File: config.mk
export PLATFORM = sky130hd
export DESIGN_NAME = stopwatch_ctrl
export DESIGN_NICKNAME = d
export VERILOG_FILES = /design/src/rtl/stopwatch_ctrl.sv
export SDC_FILE = /design/constraint.sdc
export NUM_CORES = 1
export LEC_CHECK = 0
export ABC_AREA = 0
export ABC_CLOCK_PERIOD_IN_PS = 5500
export CORE_AREA = 2 2 108 151
export CTS_BUF_LIST = sky130_fd_sc_hd__clkbuf_8 sky130_fd_sc_hd__clkbuf_16
export CTS_CLUSTER_DIAMETER = 60
export DETAILED_ROUTE_END_ITERATION = 7
export DIE_AREA = 0 0 110 153
export PLACE_DENSITY = 0.72
export SLEW_MARGIN = 5
export SYNTH_ARGS = -nofsm -noshare
export SYNTH_HDL_FRONTEND = slang
export SYNTH_SLANG_ARGS = --single-unit
File: constraint.sdc
create_clock -name clk -period 5.5 [get_ports clk]
set_input_delay 1.1 -clock clk [delete_from_list [all_inputs] [get_ports clk]]
set_output_delay 1.1 -clock clk [all_outputs]
set_load 0.01 [all_outputs]
File: src/rtl/stopwatch_ctrl.sv
// Stopwatch control core: BCD MM:SS counter, idle chase animation, user target
// time and overflow/target/illegal-change flags for the downstream display stages.
module stopwatch_ctrl #(
  parameter int unsigned CLK_PER_SEC = 50_000_000,
  parameter int unsigned CHASE_DIV   = 6_250_000,
  parameter int unsigned ERR_CYC     = 25_000_000
) (
  input  logic        clk,
  input  logic        reset,
  input  logic        btn_start,
  input  logic        btn_stop,
  input  logic        btn_clear,
  input  logic        btn_set,
  input  logic        btn_inc,
  input  logic [1:0]  dsel,
  output logic [15:0] cnt_d,
  output logic [15:0] set_d,
  output logic [2:0]  chase,
  output logic        signal,
  output logic        mood,
  output logic        err_over,
  output logic        err_over_time,
  output logic        err_chg
);

  localparam int unsigned PSC_W   = (CLK_PER_SEC > 2) ? $clog2(CLK_PER_SEC) : 1;
  localparam int unsigned CHASE_W = (CHASE_DIV > 1) ? $clog2(CHASE_DIV) : 1;
  localparam int unsigned ERR_W   = $clog2(ERR_CYC + 1);

  localparam logic [PSC_W-1:0]   PSC_LAST   = PSC_W'(CLK_PER_SEC - 1);
  localparam logic [CHASE_W-1:0] CHASE_LAST = CHASE_W'(CHASE_DIV - 1);
  localparam logic [ERR_W-1:0]   ERR_LOAD   = ERR_W'(ERR_CYC);
  localparam logic [15:0]        CNT_MAX    = 16'h9959;
  localparam logic [2:0]         CHASE_TOP  = 3'd6;

  localparam logic [2:0] ST_IDLE  = 3'd0;
  localparam logic [2:0] ST_RUN   = 3'd1;
  localparam logic [2:0] ST_PAUSE = 3'd2;
  localparam logic [2:0] ST_SET   = 3'd3;
  localparam logic [2:0] ST_DONE  = 3'd4;
  localparam logic [2:0] ST_OVER  = 3'd5;

  logic [2:0]         state_q, state_d;
  logic [15:0]        count_q, count_d;
  logic [15:0]        target_q, target_d;
  logic [PSC_W-1:0]   psc_q, psc_d;
  logic [2:0]         chase_q, chase_d;
  logic [CHASE_W-1:0] chase_div_q, chase_div_d;
  logic [ERR_W-1:0]   err_tmr_q, err_tmr_d;
  logic               signal_q, signal_d;
  logic               mood_q, mood_d;
  logic               err_over_q, err_over_d;
  logic               err_ot_q, err_ot_d;
  logic               err_chg_q, err_chg_d;

  logic [15:0]        count_inc;
  logic [15:0]        target_inc;
  logic               sec_tick;
  logic               at_max;
  logic               err_trig;

  // One-second tick and top-of-range detection for the running counter
  always_comb begin
    sec_tick = (psc_q == PSC_LAST);
    at_max   = (count_q == CNT_MAX);
  end

  // BCD increment of the count with carries s1 -> s10 -> m1 -> m10
  always_comb begin
    count_inc = count_q;
    if (count_q[3:0] >= 4'd9) begin
      count_inc[3:0] = 4'd0;
      if (count_q[7:4] >= 4'd5) begin
        count_inc[7:4] = 4'd0;
        if (count_q[11:8] >= 4'd9) begin
          count_inc[11:8]  = 4'd0;
          count_inc[15:12] = count_q[15:12] + 4'd1;
        end else begin
          count_inc[11:8] = count_q[11:8] + 4'd1;
        end
      end else begin
        count_inc[7:4] = count_q[7:4] + 4'd1;
      end
    end else begin
      count_inc[3:0] = count_q[3:0] + 4'd1;
    end
  end

  // Per-digit target increment, each digit wraps within its own range
  always_comb begin
    target_inc = target_q;
    case (dsel)
      2'd0: target_inc[3:0]   = (target_q[3:0]   >= 4'd9) ? 4'd0 : target_q[3:0]   + 4'd1;
      2'd1: target_inc[7:4]   = (target_q[7:4]   >= 4'd5) ? 4'd0 : target_q[7:4]   + 4'd1;
      2'd2: target_inc[11:8]  = (target_q[11:8]  >= 4'd9) ? 4'd0 : target_q[11:8]  + 4'd1;
      default: target_inc[15:12] = (target_q[15:12] >= 4'd9) ? 4'd0 : target_q[15:12] + 4'd1;
    endcase
  end

  // Next-state logic: mode transitions, count, target and seconds prescaler
  always_comb begin
    state_d  = state_q;
    count_d  = count_q;
    target_d = target_q;
    psc_d    = psc_q;
    err_trig = 1'b0;

    case (state_q)
      ST_IDLE: begin
        if (btn_clear) begin
          count_d = '0;
        end else if (btn_start) begin
          state_d = ST_RUN;
        end else if (btn_set) begin
          state_d = ST_SET;
        end
      end

      ST_RUN: begin
        if (sec_tick) begin
          psc_d = '0;
          if (at_max) begin
            state_d = ST_OVER;
          end else begin
            count_d = count_inc;
            if ((target_q != '0) && (count_inc == target_q)) begin
              state_d = ST_DONE;
            end
          end
        end else begin
          psc_d = psc_q + PSC_W'(1);
        end

        // Buttons only act when the tick did not end the run
        if (state_d == ST_RUN) begin
          if (btn_clear) begin
            state_d = ST_IDLE;
            count_d = '0;
            psc_d   = '0;
          end else if (btn_stop) begin
            state_d = ST_PAUSE;
            if (!sec_tick) begin
              psc_d = psc_q;
            end
          end else if (btn_start) begin
            state_d = ST_RUN;
          end else if (btn_set || btn_inc) begin
            err_trig = 1'b1;
          end
        end
      end

      ST_PAUSE: begin
        if (btn_clear) begin
          state_d = ST_IDLE;
          count_d = '0;
          psc_d   = '0;
        end else if (btn_start) begin
          state_d = ST_RUN;
        end else if (btn_set) begin
          state_d = ST_SET;
        end
      end

      ST_SET: begin
        if (btn_clear) begin
          target_d = '0;
        end else if (btn_set) begin
          state_d = (count_q != '0) ? ST_PAUSE : ST_IDLE;
        end else if (btn_inc) begin
          target_d = target_inc;
        end
      end

      ST_DONE, ST_OVER: begin
        if (btn_clear) begin
          state_d = ST_IDLE;
          count_d = '0;
          psc_d   = '0;
        end
      end

      default: begin
        state_d = ST_IDLE;
        count_d = '0;
        psc_d   = '0;
      end
    endcase

    // A fresh start from IDLE always begins a whole second
    if (state_d == ST_IDLE) begin
      psc_d = '0;
    end
  end

  // Chase animation: steps only while resting in IDLE, zero otherwise
  always_comb begin
    chase_d     = chase_q;
    chase_div_d = chase_div_q;
    if ((state_q == ST_IDLE) && (state_d == ST_IDLE)) begin
      if (chase_div_q == CHASE_LAST) begin
        chase_div_d = '0;
        chase_d     = (chase_q >= CHASE_TOP) ? 3'd0 : chase_q + 3'd1;
      end else begin
        chase_div_d = chase_div_q + CHASE_W'(1);
      end
    end else begin
      chase_d     = '0;
      chase_div_d = '0;
    end
  end

  // Illegal-change window timer, restarted by every new attempt
  always_comb begin
    err_tmr_d = err_tmr_q;
    if (err_trig) begin
      err_tmr_d = ERR_LOAD;
    end else if (err_tmr_q != '0) begin
      err_tmr_d = err_tmr_q - ERR_W'(1);
    end
  end

  // Display-control flags decoded from the next state
  always_comb begin
    signal_d   = (state_d == ST_IDLE);
    mood_d     = (state_d == ST_SET) || (state_d == ST_DONE);
    err_over_d = (state_d == ST_OVER);
    err_ot_d   = (state_d == ST_DONE);
    err_chg_d  = (err_tmr_d != '0);
  end

  // State and output registers
  always_ff @(posedge clk or negedge reset) begin
    if (!reset) begin
      state_q     <= ST_IDLE;
      count_q     <= '0;
      target_q    <= '0;
      psc_q       <= '0;
      chase_q     <= '0;
      chase_div_q <= '0;
      err_tmr_q   <= '0;
      signal_q    <= 1'b1;
      mood_q      <= 1'b0;
      err_over_q  <= 1'b0;
      err_ot_q    <= 1'b0;
      err_chg_q   <= 1'b0;
    end else begin
      state_q     <= state_d;
      count_q     <= count_d;
      target_q    <= target_d;
      psc_q       <= psc_d;
      chase_q     <= chase_d;
      chase_div_q <= chase_div_d;
      err_tmr_q   <= err_tmr_d;
      signal_q    <= signal_d;
      mood_q      <= mood_d;
      err_over_q  <= err_over_d;
      err_ot_q    <= err_ot_d;
      err_chg_q   <= err_chg_d;
    end
  end

  assign cnt_d         = count_q;
  assign set_d         = target_q;
  assign chase         = chase_q;
  assign signal        = signal_q;
  assign mood          = mood_q;
  assign err_over      = err_over_q;
  assign err_over_time = err_ot_q;
  assign err_chg       = err_chg_q;

endmodule
==> impl_metrics.tcl, run 1 <==
set metrics [dict create \
    holdCritPathClass "reg -> reg" \
    io_buffers 48 \
    routabilityCongestion 0.9008 \
    number_of_distinct_standard_cells_referenced_by_the_synthesized_netlist 78 \
    critPathMaxStageDelay_ns 0.89 \
    detailedRoute.firstIterationViolations 493 \
    placementRows 54 \
    route.antenna.remaining_nets 0 \
    clock-skew-final_ns 0.007581 \
    synth_seq_cells 117 \
    die_width_um 110 \
    routed_wl_um 19330 \
    floorplan.die_area_um2 16830 \
    timing_max_transition_violations_final 0 \
    clk_root_buffer_cell "sky130_fd_sc_hd__clkbuf_16" \
    pin_count_of_the_biggest_net_entering_global_routing 78 \
    achievable-frequency_mhz 247.7 \
    worst_hold_path.num_cells 1 \
    cts_num_sinks 117 \
    critical_path.slowest_cell "sky130_fd_sc_hd__or2_1" \
    timing.critical_path.depth 11 \
    cts_hold_buffers 0 \
    worst_slew_margin_relative_to_its_limit_pct 23.79 \
    cp.buffers_inverters 1 \
    die_height_um 153 \
    status "finished clean" \
    fin_util_pct 57.12 \
    cts_bufs_inserted 17 \
    post_dp_cell_area_um2 8207 \
    worstSetupEndpointType "register" \
    startpoint_type "register" \
    finish.net_count 947 \
    clk_pin_slew_worst_paths_ns 0.06 \
    max-cap-violations 0 \
    grt_setup_unrepaired "no" \
    number_of_enable_flip_flop_cells_after_synthesis 0 \
    static-leakage-power_nw 3.501 \
    power_per_cell_area_nw_per_um2 378.8 \
    cts_htree_levels 4 \
    final_common_cell "sky130_fd_sc_hd__dfrtp_1" \
    grt_pass1_vias 6536 \
    yosys_warnings 0 \
    tightestPinTransition_ns 1.143 \
    hold_violations 0 \
    clk-insertion-delay-late_ns 0.42 \
    drive_above_1_share_pct 8.634 \
    final_hpwl_dp_um 13200 \
    initial_antenna_violation_count 0 \
    remaining_drc_errors 0 \
    floorplan.initialDensity_pct 49.12 \
    postSynthAreaPerCell_um2 8.827 \
    timing.critical_path.cells "ha_1, or3b_1, nand2_2, nor3_1, buf_4, a211oi_1, nor4_4, nand3_4, a21o_1, or2_1, nor3_1" \
    placeableCoreArea_um2 15470 \
    worstPathRequired_ns 5.75 \
    synthesis.instances 861 \
    async_reset_ff_share_pct 100.0 \
    post_route_minimum_period_ns 4.037 \
    drt-pass1-iter-count 5 \
    highest_count_cells_in_the_layout_ignoring_fill_and_taps "sky130_fd_sc_hd__dfrtp_1, sky130_fd_sc_hd__nand2_1, sky130_fd_sc_hd__nor2_1" \
    timing.critical_path.fanout_max 29 \
    synthesis.area_um2 7600 \
    finalCritPeriodShare_pct 73.41 \
    layout.cell_area.non_filler_um2 8837 \
    cpMostUsedCell "sky130_fd_sc_hd__nor3_1" \
    setup_viol_count_final 0 \
    timing.reg2reg.worst_path_depth 11 \
    cpLargestDelayFamily "simple AND/OR/NAND/NOR gates" \
    net_count_after_synthesis 906 \
    boundaryPins 49 \
    wl_per_cell_um 17.40 \
    path_class "reg -> reg" \
    post_cts_resized 0 \
    grt_use_total_pct 24.00 \
    cts_tree "yes" \
    gr_ovfl_total 0 \
    antenna_cell_count 0 \
    synth_seq_area_share_pct 38.54 \
    routed_via_density 6.000 \
    post_cts_setup_buffer_count 0 \
    vdd_ir_drop_max_mv 0.2067 \
    cts.path.max_buffers 2 \
    grt_pass1_wl_um 32300 \
    dr_total_vias 6666 \
    setup_tns_ns 0 \
    syn_to_final_growth_pct 16.28 \
    cp_data_arrival_time_ns 4.29 \
    postSynth.topFlopCell "sky130_fd_sc_hd__dfrtp_1" \
]
-- cells in the mapped netlist (3+ instances only) --
cell	count	area, µm²
sky130_fd_sc_hd__mux2i_1	6	60.06
sky130_fd_sc_hd__o21ai_0	48	240.2
sky130_fd_sc_hd__nor4bb_1	3	30.03
sky130_fd_sc_hd__or3_1	13	81.33
sky130_fd_sc_hd__a21oi_1	54	270.3
sky130_fd_sc_hd__or4_1	7	52.55
sky130_fd_sc_hd__a31oi_1	9	56.30
sky130_fd_sc_hd__clkbuf_1	16	60.06
sky130_fd_sc_hd__nor4b_1	5	43.79
sky130_fd_sc_hd__o31a_1	4	35.03
sky130_fd_sc_hd__a211oi_1	4	30.03
sky130_fd_sc_hd__a2111oi_0	3	26.28
sky130_fd_sc_hd__nor3b_1	6	45.04
sky130_fd_sc_hd__nor3_2	8	80.08
sky130_fd_sc_hd__xor2_1	25	219.0
sky130_fd_sc_hd__buf_2	9	45.04
sky130_fd_sc_hd__nand3_1	37	185.2
sky130_fd_sc_hd__nand4_1	18	112.6
sky130_fd_sc_hd__nor2b_1	7	43.79
sky130_fd_sc_hd__nor3_1	48	240.2
sky130_fd_sc_hd__a41oi_1	3	26.28
sky130_fd_sc_hd__buf_6	4	45.04
sky130_fd_sc_hd__o211ai_1	3	22.52
sky130_fd_sc_hd__and2_1	6	37.54
sky130_fd_sc_hd__nand2b_1	15	93.84
sky130_fd_sc_hd__and3_1	14	87.58
sky130_fd_sc_hd__o22ai_1	6	37.54
sky130_fd_sc_hd__inv_1	37	138.9
sky130_fd_sc_hd__nand2_1	91	341.6
sky130_fd_sc_hd__a21o_1	6	45.04
sky130_fd_sc_hd__or2_2	6	37.54
sky130_fd_sc_hd__o31ai_1	3	22.52
sky130_fd_sc_hd__and4_1	6	52.55
sky130_fd_sc_hd__xnor2_1	44	385.4
sky130_fd_sc_hd__dfrtp_1	116	2903
sky130_fd_sc_hd__nor4_1	14	87.58
sky130_fd_sc_hd__nor4_4	3	63.81
sky130_fd_sc_hd__mux2_2	3	33.78
sky130_fd_sc_hd__ha_1	36	450.4
sky130_fd_sc_hd__nor2_1	64	240.2
-- state kept, by name, indices dropped and copies added (netlist names) --
name,flops
set_d,16
chase,3
psc_q,26
mood,1
err_tmr_q,25
chase_div_q,23
state_q,3
err_over,1
cnt_d,16
err_over_time,1
err_chg,1
signal,1
-- area by class of cell --
type | count | area, µm²
tap | 196 | 245.2
inverter | 38 | 142.6
clock buffer | 18 | 439.2
clock inverter | 14 | 191.4
multi-input combinational | 674 | 4367
sequential | 117 | 2929
fill | 1381 | 6635
timing repair buffer | 54 | 523.0
-- through the flow --
| stage | hold slack, ns | power [mW] | instances | setup WS [ns] |
|---|---|---|---|---|
| after floorplan | 0.4629 | 1.844 | 861 | 2.353 |
| after global placement | 0.4875 | 2.147 | 1079 | 1.505 |
| after detailed placement | 0.4843 | 2.160 | 1079 | 1.385 |
| after CTS | 0.4968 | 3.357 | 1111 | 1.492 |
| after global routing | 0.5237 | 3.534 | 1111 | 1.086 |
| final | 0.4937 | 3.347 | 1111 | 1.463 |
-- routing by layer --
metal  vias up  part of all wire [%]  track usage, %
li1       3181                     -               -
met1      3257                    43           30.84
met2       193                    51           40.34
met3        35                   4.3           4.179
met4         0                   1.9           7.836
met5         -                     0               0
-- power breakdown --
part           switching [mW]  internal (mW)  total, mW  leakage [nW]
sequential              0.183          0.975       1.16          1.53
clock                   0.448          0.739       1.19         0.309
combinational           0.597          0.406       1.00          1.66
total                    1.23           2.12       3.35          3.50
-- worst register-to-register path: cells and delay by family (launching register included) --
kind,cells,cell delay [ns]
adder cells (fa/ha/maj),1,0.30
AO/OA/AOI/OAI,2,0.72
flip-flops,1,0.47
buffers and inverters,1,0.20
AND/OR/NAND/NOR,7,2.19
-- path summary, 6_finish.rpt --
path                              endpoint      startpoint  slack [ns]
max                        chase_div_q[10]        cnt_d[0]        1.46
min                         chase_div_q[0]  chase_div_q[0]        0.49
max reg2reg                chase_div_q[10]        cnt_d[0]        1.46
min reg2reg                 chase_div_q[0]  chase_div_q[0]        0.49
max in group asynchronous     err_tmr_q[7]           reset        3.55
min in group asynchronous        psc_q[22]           reset        0.85
-- logic make-up after synthesis --
group                      Yosys count  share of synthesized area (%)
AOI/OAI and AO/OA                  173                          14.64
xor gates and xnor gates            69                          7.952
adders and majority gates           36                          5.927
buffers and inverters               70                          4.050
DFF                                117                          38.54
muxes                                9                          1.235
and+or+nand+nor                    387                          27.66
(Power assumes the default switching activity.)
==> run 2, diff against run 1 <==
--- a/config.mk
+++ b/config.mk
@@ -6,13 +6,13 @@
 export NUM_CORES = 1
 export LEC_CHECK = 0
 export ABC_AREA = 0
-export ABC_CLOCK_PERIOD_IN_PS = 5500
+export ABC_CLOCK_PERIOD_IN_PS = 3500
 export CORE_AREA = 2 2 108 151
 export CTS_BUF_LIST = sky130_fd_sc_hd__clkbuf_8 sky130_fd_sc_hd__clkbuf_16
 export CTS_CLUSTER_DIAMETER = 60
 export DETAILED_ROUTE_END_ITERATION = 7
 export DIE_AREA = 0 0 110 153
-export PLACE_DENSITY = 0.72
+export PLACE_DENSITY = 0.75
 export SLEW_MARGIN = 5
 export SYNTH_ARGS = -nofsm -noshare
 export SYNTH_HDL_FRONTEND = slang
==> constraint.sdc (replaced) <==
create_clock -name clk -period 3.5 [get_ports clk]
set_input_delay 0.7 -clock clk [delete_from_list [all_inputs] [get_ports clk]]
set_output_delay 0.7 -clock clk [all_outputs]
set_load 0.01 [all_outputs]
==> run 2 against run 1 <==
Against the previous run:
- sequential power is 55% higher
- routed wire length rose by 0.11%
- die area unchanged
- sequential cell count stayed put
- non-clock buffer count grew 25
==> impl_metrics.tcl, run 2 (synthesis results as in run 1) <==
set metrics [dict create \
    startpoint_type "register" \
    clock-skew-final_ns 0.004743 \
    vdd_ir_drop_max_mv 0.3937 \
    final_common_cell "sky130_fd_sc_hd__dfrtp_1" \
    clk-insertion-delay-late_ns 0.42 \
    path_class "reg -> reg" \
    post_dp_cell_area_um2 8432 \
    worst_setup_path_startpoint "cnt_d[0]" \
    grt_pass1_wl_um 32040 \
    grt_use_total_pct 23.97 \
    finish.net_count 972 \
    io_buffers 48 \
    gr_ovfl_total 0 \
    max-cap-violations 0 \
    static-leakage-power_nw 3.645 \
    timing_max_transition_violations_final 0 \
    dr_total_vias 6707 \
    cts_num_sinks 117 \
    placementRows 54 \
    rr_endpoint "chase_div_q[9]" \
    post_route_minimum_period_ns 3.323 \
    highest_count_cells_in_the_layout_ignoring_fill_and_taps "sky130_fd_sc_hd__dfrtp_1, sky130_fd_sc_hd__nand2_1, sky130_fd_sc_hd__nor2_1" \
    remaining_drc_errors 0 \
    setup_viol_count_final 0 \
    achievable-frequency_mhz 301.0 \
    fin_util_pct 58.99 \
    placeableCoreArea_um2 15470 \
    worstSetupEndpointType "register" \
    layout.cell_area.non_filler_um2 9128 \
    drt-pass1-iter-count 5 \
    pin_count_of_the_biggest_net_entering_global_routing 51 \
    grt_setup_unrepaired "no" \
    hold_violations 0 \
    floorplan.initialDensity_pct 49.12 \
    timing.reg2reg.setup_slack_ns 0.18 \
    timing.rr.start "cnt_d[0]" \
    cts_tree "yes" \
    top_routing_layer_in_use "met4" \
    flip_flop_count_of_the_largest_register_all_copies_and_words_added 26 \
    wl_met3_um 898 \
    clk_root_buffer_cell "sky130_fd_sc_hd__clkbuf_16" \
    routed_via_density 5.904 \
    grt_pass1_vias 6472 \
    floorplan.die_area_um2 16830 \
    detailedRoute.firstIterationViolations 449 \
    final_hpwl_dp_um 13670 \
    wl_per_cell_um 17.03 \
    syn_to_final_growth_pct 20.10 \
    post_cts_setup_buffer_count 0 \
    die_width_um 110 \
    clk_pin_slew_worst_paths_ns 0.05 \
    cts.path.max_buffers 2 \
    routabilityCongestion 1.003 \
    post-place-ws_ns 0.09470 \
    cp_data_arrival_time_ns 3.64 \
    status "finished clean" \
    initial_antenna_violation_count 0 \
    worst_slew_margin_relative_to_its_limit_pct 43.39 \
    max_flop_register "psc_q" \
    die_height_um 153 \
    total_power_mw 5.358 \
    drive_above_1_share_pct 12.66 \
    timing.reg2reg.worst_path_depth 13 \
    setup_tns_ns 0 \
    cts_htree_levels 4 \
    worstPathRequired_ns 3.82 \
    fill_cells 1327 \
    holdCritPathClass "in -> async" \
    cts_bufs_inserted 17 \
    routed_wl_um 19350 \
    reg.largest.list "psc_q x26, err_tmr_q x25, chase_div_q x23" \
    boundaryPins 49 \
    route.antenna.remaining_nets 0 \
    wl_met2_um 9648 \
    sum_of_routed_wire_segments_on_met1_um 8262 \
    timing.critical_path.fanout_max 29 \
    tightestPinTransition_ns 0.8470 \
    finalCritPeriodShare_pct 94.94 \
    power_per_cell_area_nw_per_um2 587.0 \
    timing.final.ws_setup_ns 0.1773 \
    antenna_cell_count 0 \
]
## run 2: cell types whose count changed in the layout (fill, tap and decap cells not counted), sizes merged
cell,previous run,this run
clkinv,6,5
bufinv,3,4
inv,43,40
buf,7,32
clkbuf,18,19
clkinvlp,0,2
## run 2: what timing repair did
item,CTS,global route
setup endpoints to repair,0,86
resized for setup,0,17
hold buffers,0,0
## run 2: final cells by class
type / count / area (µm²) / share of cell area, %
multi-input combinational: 674 / 4425 / 48.49
sequential: 117 / 2933 / 32.13
timing repair buffer: 79 / 748.2 / 8.197
clock buffer: 19 / 452.9 / 4.962
tap: 196 / 245.2 / 2.687
clock inverter: 13 / 180.2 / 1.974
inverter: 38 / 142.6 / 1.563
## run 2: worst max-delay path by stage
stage	endpoint	slack (ns)	cells past startpoint
after CTS	chase_div_q[4]	0.04	12
final	chase_div_q[9]	0.18	13
after global routing	chase_div_q[12]	0.002	13
after global placement	chase_div_q[3]	0.22	12
after floorplan	chase_div_q[0]	0.35	13
after detailed placement	chase_div_q[8]	0.09	12
## run 2: routing by layer
| metal | GRT usage, % | vias up |
|---|---|---|
| met1 | 30.46 | 3235 |
| met4 | 10.01 | 0 |
| li1 | - | 3221 |
| met5 | 0 | - |
| met3 | 5.330 | 47 |
| met2 | 38.85 | 204 |
## run 2: report_power, final
| part | switching, mW | internal (mW) |
|---|---|---|
| sequential | 0.272 | 1.53 |
| clock | 0.641 | 1.22 |
| combinational | 0.981 | 0.706 |
| total | 1.89 | 3.46 |
## run 2: through the flow
step,hold slack [ns],instances
finish,0.3054,1136
global route,0.3643,1136
CTS,0.3279,1136
detailed placement,0.5003,1104
global placement,0.4991,1104
floorplan,0.4044,861
## run 2: worst max-delay path: stages, from the launching register on
cell                        delay [ns]
sky130_fd_sc_hd__dfrtp_2          0.44
sky130_fd_sc_hd__inv_1            0.08
sky130_fd_sc_hd__ha_1             0.18
sky130_fd_sc_hd__or3b_4           0.41
sky130_fd_sc_hd__buf_4            0.16
sky130_fd_sc_hd__a21oi_2          0.18
sky130_fd_sc_hd__xnor2_1          0.11
sky130_fd_sc_hd__a2111oi_2        0.34
sky130_fd_sc_hd__and4_4           0.29
sky130_fd_sc_hd__nand3_4          0.12
sky130_fd_sc_hd__o21a_4           0.26
sky130_fd_sc_hd__or2_1            0.26
sky130_fd_sc_hd__buf_12           0.18
sky130_fd_sc_hd__nor3_1           0.19
==> RTL change, RTL diff (settings of run 2) <==
Register the inputs `btn_start`, `btn_stop`, `btn_clear`, `btn_set`, `btn_inc` and `dsel` before use, cleared by the reset. The logic sees them one clock later.
--- a/src/rtl/stopwatch_ctrl.sv
+++ b/src/rtl/stopwatch_ctrl.sv
@@ -40,6 +40,31 @@
   localparam logic [2:0] ST_DONE  = 3'd4;
   localparam logic [2:0] ST_OVER  = 3'd5;
 
+  logic btn_start_q;
+  logic btn_stop_q;
+  logic btn_clear_q;
+  logic btn_set_q;
+  logic btn_inc_q;
+  logic [1:0] dsel_q;
+
+  always_ff @(posedge clk or negedge reset) begin
+    if (!reset) begin
+      btn_start_q <= '0;
+      btn_stop_q  <= '0;
+      btn_clear_q <= '0;
+      btn_set_q   <= '0;
+      btn_inc_q   <= '0;
+      dsel_q      <= '0;
+    end else begin
+      btn_start_q <= btn_start;
+      btn_stop_q  <= btn_stop;
+      btn_clear_q <= btn_clear;
+      btn_set_q   <= btn_set;
+      btn_inc_q   <= btn_inc;
+      dsel_q      <= dsel;
+    end
+  end
+
   logic [2:0]         state_q, state_d;
   logic [15:0]        count_q, count_d;
   logic [15:0]        target_q, target_d;
@@ -89,7 +114,7 @@
   // Per-digit target increment, each digit wraps within its own range
   always_comb begin
     target_inc = target_q;
-    case (dsel)
+    case (dsel_q)
       2'd0: target_inc[3:0]   = (target_q[3:0]   >= 4'd9) ? 4'd0 : target_q[3:0]   + 4'd1;
       2'd1: target_inc[7:4]   = (target_q[7:4]   >= 4'd5) ? 4'd0 : target_q[7:4]   + 4'd1;
       2'd2: target_inc[11:8]  = (target_q[11:8]  >= 4'd9) ? 4'd0 : target_q[11:8]  + 4'd1;
@@ -107,11 +132,11 @@
 
     case (state_q)
       ST_IDLE: begin
-        if (btn_clear) begin
+        if (btn_clear_q) begin
           count_d = '0;
-        end else if (btn_start) begin
+        end else if (btn_start_q) begin
           state_d = ST_RUN;
-        end else if (btn_set) begin
+        end else if (btn_set_q) begin
           state_d = ST_SET;
         end
       end
@@ -133,47 +158,47 @@
 
         // Buttons only act when the tick did not end the run
         if (state_d == ST_RUN) begin
-          if (btn_clear) begin
+          if (btn_clear_q) begin
             state_d = ST_IDLE;
             count_d = '0;
             psc_d   = '0;
-          end else if (btn_stop) begin
+          end else if (btn_stop_q) begin
             state_d = ST_PAUSE;
             if (!sec_tick) begin
               psc_d = psc_q;
             end
-          end else if (btn_start) begin
+          end else if (btn_start_q) begin
             state_d = ST_RUN;
-          end else if (btn_set || btn_inc) begin
+          end else if (btn_set_q || btn_inc_q) begin
             err_trig = 1'b1;
           end
         end
       end
 
       ST_PAUSE: begin
-        if (btn_clear) begin
+        if (btn_clear_q) begin
           state_d = ST_IDLE;
           count_d = '0;
           psc_d   = '0;
-        end else if (btn_start) begin
+        end else if (btn_start_q) begin
           state_d = ST_RUN;
-        end else if (btn_set) begin
+        end else if (btn_set_q) begin
           state_d = ST_SET;
         end
       end
 
       ST_SET: begin
-        if (btn_clear) begin
+        if (btn_clear_q) begin
           target_d = '0;
-        end else if (btn_set) begin
+        end else if (btn_set_q) begin
           state_d = (count_q != '0) ? ST_PAUSE : ST_IDLE;
-        end else if (btn_inc) begin
+        end else if (btn_inc_q) begin
           target_d = target_inc;
         end
       end
 
       ST_DONE, ST_OVER: begin
-        if (btn_clear) begin
+        if (btn_clear_q) begin
           state_d = ST_IDLE;
           count_d = '0;
           psc_d   = '0;
Formal check against the unedited RTL: not equivalent (a bounded check fails within 4 cycles, from zero or initial values and one cycle with reset low).
==> RTL change against run 2 <==
- routed wire length increased by 8.7%
- setup slack got worse by 84 ps
- largest cell class unchanged
- final area increased by 5.0%
- core utilization increased by 2.9 points
- combinational power increased by 15%
- area after synthesis increased by 3.8%
- clock skew increased by 5.4 ps
- highest routed layer unchanged
- critical path type unchanged
- sequential cell count increased by 7
- total power increased by 5.0%
- die area unchanged
- sequential share of layout area increased by 0.28 points
==> RTL change: results (changes against run 2) <==
- Status: completed (unchanged)
- Synth Net Count: 955 (was 906)
- Skew final: 10.18 ps (was 4.743 ps)
- Filler cells: 1,339 (was 1,327)
- Via count: 7,199 (was 6,707)
- Relative slew margins: 0.5517 (was 0.4339)
- Leakage: 0.003994 uW (was 0.003645 uW)
- Fmax: 0.2935 GHz (was 0.3010 GHz)
- Final nets: 1,038 (was 972)
- Post-Route WL: 21.03 mm (was 19.35 mm)
- Synth top area cells: dfrtp_1 39%, ha_1 5.7%, nand2_1 4.2%, nor2_1 4.2%, nand3_1 3.6% (was dfrtp_1 38%, ha_1 5.9%, xnor2_1 5.1%, nand2_1 4.5%, a21oi_1 3.6%)
- Share of layout cells above drive strength 1: 0.1342 (was 0.1266)
- HPWL reported at the end of detailed placement: 14.78 mm (was 13.67 mm)
- Worst-path fanout max: 7 (was 29)
- VDD IR max: 374.2 uV (was 393.7 uV)
- DR iter-0 viols: 495 (was 449)
- Crit path DAT: 3750 ps (was 3640 ps)
- GR Util All Layers: 0.2608 (was 0.2397)
- Register area share after synthesis: 0.3936 (was 0.3854)
- First-pass GRT wire length: 34.81 mm (was 32.04 mm)
- DP Area: 0.008855 mm2 (was 0.008432 mm2)
- Number of global-route vias before repair: 7,113 (was 6,472)
- P_sw: 2117 uW (was 1895 uW)
- Yosys cell types: 75 (was 78)
- Synth top cells by count: 123 x dfrtp_1, 88 x nand2_1, 88 x nor2_1 (was 116 x dfrtp_1, 91 x nand2_1, 64 x nor2_1)
[RTL change: cell count changes after synthesis, sizes merged, moves of 8 or more]
cell	before	now
nor2	65	88
a21oi	56	35
nand3	38	57
clkbuf	16	33
a31oi	9	24
xnor2	44	29
nand2b	15	28
o21ai	48	38
or3	13	5
[RTL change: worst paths after layout]
path	start	end	slack, ps	cells past startpoint
worst min register to register	chase_div_q[0]	chase_div_q[0]	490	1
min in group clk	chase_div_q[0]	chase_div_q[0]	490	1
worst min-delay path	reset	err_tmr_q[4]	310	1
worst max register to register	cnt_d[0]	psc_q[21]	90	12
max in group asynchronous	reset	set_d[13]	2320	2
worst max-delay path	cnt_d[0]	psc_q[21]	90	12
[RTL change: repair_timing]
action | in CTS | in global routing
setup buffers | 0 | 8
resized for setup | 4 | 19
pin swaps | 2 | 8
endpoints found under the setup margin | 8 | 61
[RTL change: final cells by class]
type                            count  area, um2  area share
Clock buffer                       19      452.9     0.04728
Clock inverter                     13      126.4     0.01319
Inverter                           33      123.9     0.01293
Multi-Input combinational cell    707       4534      0.4733
Sequential cell                   124       3105      0.3241
Tap cell                          196      245.2     0.02560
Timing Repair Buffer              110      992.2      0.1036
[RTL change: through the flow]
| step | instances | worst slack (ps) | hold slack [ps] | setup TNS (ps) |
|---|---|---|---|---|
| after detailed placement | 1162 | -50.30 | 483.7 | -83.81 |
| after CTS | 1194 | 20.66 | 333.0 | 0 |
| final | 1202 | 92.81 | 310.4 | 0 |
| after global placement | 1162 | 14.57 | 480.6 | 0 |
| after global routing | 1202 | -24.29 | 354.8 | -49.72 |
| after floorplan | 910 | 62.42 | 404.4 | 0 |
[RTL change: logic make-up (layout without fill, tap and decap cells)]
kind of cell	after synthesis	after routing	synth area share
flip-flops	124	124	0.3936
XOR/XNOR	53	53	0.05885
AND/OR/NAND/NOR	445	445	0.2974
adder cells (fa/ha/maj)	36	36	0.05711
buffers and inverters	79	175	0.04156
AO/OA/AOI/OAI	165	165	0.1405
multiplexers	8	8	0.01095
[RTL change: power by group through the flow]
stage               clock [uW]  combinational (uW)  sequential, uW
floorplan                    0                1270            1880
CTS                       1760                1890            1950
finish                    1730                1950            1950
global route              1830                2160            1990
global placement             0                1840            1960
detailed placement           0                1870            1960
[RTL change: per-layer routing]
metal,GRT usage,share of wire,vias up
met5,0,0,-
met4,0.1236,0.040,0
met3,0.04989,0.052,67
met2,0.4379,0.50,250
met1,0.3160,0.40,3444
li1,-,-,3438
[RTL change: critical path, stage by stage, from the launching register on]
cell       delay [ps]
dfrtp_2           440
inv_2              70
ha_2              180
or3b_4            410
nand2_4           130
a2111oi_2          70
or3_4             360
a2111oi_4         450
nand4_4           240
a21oi_4           240
buf_6             140
or4b_4            450
a31oi_2           130
